<file path="config.mk">
export PLATFORM = sky130hd
export DESIGN_NAME = par_serial_tx
export DESIGN_NICKNAME = d
export VERILOG_FILES = /design/src/rtl/phy_pkg.sv /design/src/rtl/par_serial_tx.sv
export SDC_FILE = /design/constraint.sdc
export NUM_CORES = 1
export LEC_CHECK = 0
export ABC_AREA = 1
export ABC_CLOCK_PERIOD_IN_PS = 2800
export CORE_MARGIN = 2
export CORE_UTILIZATION = 30
export CTS_CLUSTER_DIAMETER = 120
export DETAILED_ROUTE_END_ITERATION = 12
export DONT_BUFFER_PORTS = 1
export SETUP_SLACK_MARGIN = 0.2
export SKIP_CTS_REPAIR_TIMING = 1
export SYNTH_ARGS = -nofsm -noshare
export SYNTH_HDL_FRONTEND = slang
export SYNTH_SLANG_ARGS = --single-unit
</file>
<file path="constraint.sdc">
create_clock -name clk_8f -period 2.8 [get_ports clk_8f]
set_input_delay 0.28 -clock clk_8f [delete_from_list [all_inputs] [get_ports clk_8f]]
set_output_delay 0.28 -clock clk_8f [all_outputs]
set_load 0.01 [all_outputs]
</file>
<file path="src/rtl/phy_pkg.sv">
// Shared PHY constants: lane idle/sync character, TX FSM encoding, bit counter width.
// Latency: n/a (constants only).
// Backpressure: n/a.
package phy_pkg;

    // Comma character sent during sync and on every idle byte slot
    localparam logic [7:0] COM_CHAR = 8'hBC;

    // Transmit FSM encoding
    localparam logic SYNC   = 1'b0;
    localparam logic ACTIVE = 1'b1;

    // Bit position counter within a byte slot (8 bits per byte)
    localparam int BIT_CNT_W = 3;

endpackage

</file>
<file path="src/rtl/par_serial_tx.sv">
// Parallel-to-serial lane transmitter: sends SYNC_WORDS COM bytes after reset, then data or COM fill, MSB first.
// Latency: byte sampled at load edge E; MSB on data_out during E..E+1, LSB during E+7..E+8.
// Backpressure: none; the source must hold data/valid across a load edge, and unsampled bytes are replaced by COM.
module par_serial_tx
    import phy_pkg::*;
#(
    parameter int SYNC_WORDS = 4,
    parameter int DATA_W     = 8
) (
    input  logic              clk_8f,
    input  logic              reset_L,
    input  logic [DATA_W-1:0] data_in,
    input  logic              valid_in,
    output logic              data_out,
    output logic              tx_active,
    output logic              data_taken
);

    // Value of the sync counter on the final sync byte's load
    localparam logic [3:0] SYNC_CNT_LAST = 4'(SYNC_WORDS - 1);

    logic [BIT_CNT_W-1:0] r_bit_cnt;
    logic [3:0]           r_sync_cnt;
    logic                 r_state;
    logic [DATA_W-1:0]    r_shift;
    logic                 r_data_out;
    logic                 r_tx_active;
    logic                 r_data_taken;

    logic                 w_load;
    logic [DATA_W-1:0]    w_next_byte;

    // A new byte enters the shifter whenever the bit counter wraps to zero
    assign w_load = (r_bit_cnt == '0);

    // Choose the byte for the next slot: COM while syncing or when nothing valid is offered
    always_comb begin
        w_next_byte = DATA_W'(COM_CHAR);
        if ((r_state == ACTIVE) && valid_in) begin
            w_next_byte = data_in;
        end
    end

    // Bit counter, sync FSM, shift register and registered outputs
    always_ff @(posedge clk_8f) begin
        if (!reset_L) begin
            r_bit_cnt    <= '0;
            r_sync_cnt   <= '0;
            r_state      <= SYNC;
            r_shift      <= '0;
            r_data_out   <= 1'b0;
            r_tx_active  <= 1'b0;
            r_data_taken <= 1'b0;
        end else begin
            r_bit_cnt    <= r_bit_cnt + BIT_CNT_W'(1);
            r_tx_active  <= (r_state == ACTIVE);
            r_data_taken <= 1'b0;
            if (w_load) begin
                r_shift      <= w_next_byte;
                // MSB goes straight to the lane so the byte has no gap after the previous one
                r_data_out   <= w_next_byte[DATA_W-1];
                r_data_taken <= (r_state == ACTIVE) && valid_in;
                if (r_state == SYNC) begin
                    if (r_sync_cnt == SYNC_CNT_LAST) begin
                        // Counter is left at its final value; ACTIVE is only left via reset
                        r_state <= ACTIVE;
                    end else begin
                        r_sync_cnt <= r_sync_cnt + 4'd1;
                    end
                end
            end else begin
                r_shift    <= r_shift << 1;
                // Bit 6 of the pre-shift register is the next bit after the one already on the lane
                r_data_out <= r_shift[DATA_W-2];
            end
        end
    end

    assign data_out   = r_data_out;
    assign tx_active  = r_tx_active;
    assign data_taken = r_data_taken;

endmodule

</file>
* Word-level counts from Yosys, hierarchy flattened
Cells that the tools add are included.
** Storage, ports and cells
- Register bits :: 18
- Latch bits :: 0
- RAM bits :: 0
- Bits in read-only memories :: 0
- Bits of input ports :: 11
- Output and inout port bits :: 3
- Word-level logic and storage cells :: 23
- Memories kept :: 0
** Operators by class
- Add/sub/neg operators :: 2
- $mul :: 0
- Div/mod/pow operators :: 0
- Magnitude comparators :: 0
- Eq/ne operators :: 1
- Shift operators :: 0
- Multiplexer cells :: 5
- Bitwise operators :: 2
- Reductions and logical operators :: 5
** Operators by type and width (count)
- 8-bit 2-to-1 mux :: 1
- 7-bit 2-to-1 mux :: 1
- 3-bit AND reduction :: 2
- 4-bit by 1-bit adder with 4-bit output (second input constant) :: 1
- 4-bit by 2-bit equality test with 1-bit output (second input constant) :: 1
- 3-bit by 1-bit adder with 3-bit output (second input constant) :: 1
- 3-bit logical NOT :: 1
- 1-bit 2-to-1 mux :: 3
- 1-bit NOT :: 2
- 2-bit AND reduction :: 1
- 1-bit logical AND :: 1

* Longest topological paths before layout
- Depth in word-level cells :: 3
- Gate-level depth with buffers :: 8
- Depth with buffers taken out :: 8

* Worst setup path before layout
OpenSTA, ideal clock, no wires.
- Path kind :: reg2reg
- Start :: register r_bit_cnt[0]
- End :: register r_sync_cnt[0]
- Setup time :: 0.113 ns
- Data arrival time :: 1.005 ns
- Data required time :: 2.687 ns
- Path slack :: 1.682 ns
- Stages on the path, launching flop included :: 8
- Path buffers :: 0
- Clock period less this slack :: 1.118 ns
- Path through :: dfxtp_1 inv_1 ha_1 inv_2 nor2_4 nand3_4 o21ai_1 nor2_1
** On the way
- Longest elaborated chain between the ends :: 2
** Ends and longest elaborated chain
- start, declared :: line par_serial_tx.sv:22 : logic [BIT_CNT_W-1:0] r_bit_cnt;
- start signal, assigned :: line par_serial_tx.sv:55 : r_bit_cnt <= r_bit_cnt + BIT_CNT_W'(1);
- 3-bit logical NOT :: line par_serial_tx.sv:34 : assign w_load = (r_bit_cnt == '0);
- 3-bit AND reduction (no line)
- end signal, assigned :: line par_serial_tx.sv:68 : r_sync_cnt <= r_sync_cnt + 4'd1;
- end, declared :: line par_serial_tx.sv:23 : logic [3:0] r_sync_cnt;
Every way passes these cells.
A chain may end at the register's enable or synchronous reset.

* Worst setup path in the final report
Same ends and word-level chain as after synthesis.

==> results.md <==
* Status: finished, final reports clean
* Number of fill cells in the layout at around 260
* Max Clk Rate at around 830 MHz
* Placed wire-length estimate at 940 um
* WL/cell at approximately 11 um
* Vias/cell at between 4 and 5
* # Max-Cap Violations at 0
* Register area share after synthesis at 0.491
* Pwr Density at between 600 and 700 nW/um^2
* Endpoints failing setup at 0
* Number of global-route vias before repair at 458
* Worst r2r src: r_bit_cnt[0]
* Least-Margin Pin Slew at about 210 ps
* Clk root buf: clkbuf_4
* Drt total wl at about 1300 um
* CP endpoint: r_sync_cnt[0]
* Share of layout cells above drive strength 1 at 0.140
* First-pass DRT Iterations at 4
* Core footprint at between 2000 and 2500 sq um
* Hold Crit Class: primary input to flop
* Clock sinks at 18
* Most common cell after layout, fill and taps aside: dfxtp_1
* Via count at between 500 and 600
* DRC at 0
* Die Wd at between 50 and 60 um
* RD Place Congestion at between 0.7 and 0.8
* Leakage Power at ~0.37 nW
* Startpoint Class: flop
* Utilization after layout at 0.354
* Number of distinct library cells after synthesis at 21
* GRT overflow at 0
* Cts bufs inserted at 3
* Die area at about 2900 sq um
* Initial Utilization at 0.326
* Fin area at around 800 sq um
* Die Ht at 53.5 um
* Port bufs at 0
* Critical hold path startpoint: reset_L
* Mean Syn Cell Area at a little over 8 sq um
* CTS H-tree depth at 1
* Worst relative slew slack at 0.860
* Pin count of the biggest net entering global routing at 15
* Sequential Area at roughly 360 sq um
* Required @ worst endpoint at between 3000 and 4000 ps
* Ant diodes at 0
* Ports at 14
* CTS tree: built
* CP Launch Point: r_bit_cnt[0]
* Mapped Cells at 90
* Cell count of the worst reg-to-reg path at 7
* Period utilisation layout at 0.431
* Multi-input gate area at 314 sq um
* Worst Setup End Kind: flop
* All-layer global routing usage at 0.104
* Critical path class: flop to flop
* Crit Path Max Fanout at 6
* Synthesis-to-finish area growth at 8.69%
* Site row count at 17
* Initial antenna violation count at 0
* Starting DRC count in detailed routing at 9
* First-pass GRT wire length at a little under 2000 um
* Final Hold Fails at 0
* Max VDD drop at 0.255 mV
* Fin nets at approximately 110
* Flop and latch count out of synthesis at 18
* Mapped Area at between 700 and 800 sq um
* Worst skew pair latency at roughly 300 ps
* Hold Slack at 79.4 ps
* Most frequent cells in the layout: dfxtp_1 (18), nor2_1 (17), inv_1 (11), nand2_1 (11)
* CTS Buffer Depth at 2
* Setup TNS Final at 0 ps
* Yosys warning total at 0
* Setup Skew at between 7 and 8 ps
* Clk slew on worst S/H paths at between 100 and 150 ps
* Placed cell areas at between 700 and 800 sq um
* WP data arrival at about 1400 ps
* Worst R2R Setup Slack at approximately 1600 ps
* Syn_nets at between 100 and 150
* Fin crit period at around 1200 ps
* RSZ-0062 raised after global routing: false
* Max Slew Vio Count at 0
* Final ANT Viol Nets at 0
* R2R Path End: r_sync_cnt[0]
==> kinds of logic after synthesis <==
kind of cell	Yosys count	synth area share
adders and majority gates	3	0.0511
DFF	18	0.491
AOI/OAI and AO/OA	10	0.0750
and+or+nand+nor	42	0.278
xor gates and xnor gates	2	0.0239
buffers and inverters	15	0.0818
==> metal layers <==
metal / part of all wire / track usage / vias to the layer above
met2: 0.42 / 0.130 / 19
met3: 0.080 / 0.0650 / 2
li1: - / - / 289
met5: 0 / 0 / -
met1: 0.49 / 0.134 / 232
met4: 0.010 / 0.0513 / 0
==> report_power, final <==
group          internal (mW)  total, mW  switching [mW]
clock network         0.0794      0.164          0.0848
registers              0.279      0.293          0.0144
logic                 0.0313     0.0799          0.0487
==> Yosys cell counts, drive strengths merged <==
master,instances,area [sq um]
a21oi,2,10.0
a22oi,1,7.51
buf,1,7.51
dfxtp,18,360
ha,3,37.5
inv,14,52.6
nand2,14,65.1
nand3,4,32.5
nor2,19,81.3
nor3,5,25.0
o21ai,6,30.0
o31ai,1,7.51
xnor2,1,8.76
xor2,1,8.76
==> how the worst min path moves through the flow <==
stage                        end  cells past startpoint
floorplan             r_shift[1]                      2
global placement    r_bit_cnt[1]                      2
detailed placement  r_bit_cnt[1]                      2
CTS                   r_shift[0]                      2
global route        r_bit_cnt[1]                      2
finish              r_bit_cnt[1]                      2
==> state kept, by name (all words and copies together), names as in the netlist <==
signal and flops:
r_shift 7, r_sync_cnt 4, r_bit_cnt 3, data_out 1, data_taken 1, r_state 1
tx_active 1
==> critical path, stage by stage, from the launching register on <==
cell and delay (ps):
dfxtp_1 340, inv_1 50, ha_1 220, inv_2 60, nor2_4 160, nand3_4 120, o21ai_1 130, nor2_1 50
==> layout make-up <==
class,instances,share of cell area
Clock buffer,4,0.0455
Inverter,14,0.0658
Multi-Input combinational cell,57,0.393
Sequential cell,18,0.451
Tap cell,28,0.0439
==> stage by stage <==
stage	power [mW]	setup WS (ps)	instances
floorplan	0.367	1680	90
global placement	0.378	1640	117
detailed placement	0.380	1590	117
CTS	0.544	1580	121
global route	0.570	1440	121
finish	0.537	1590	121
Power figures use the tool's default switching activity.
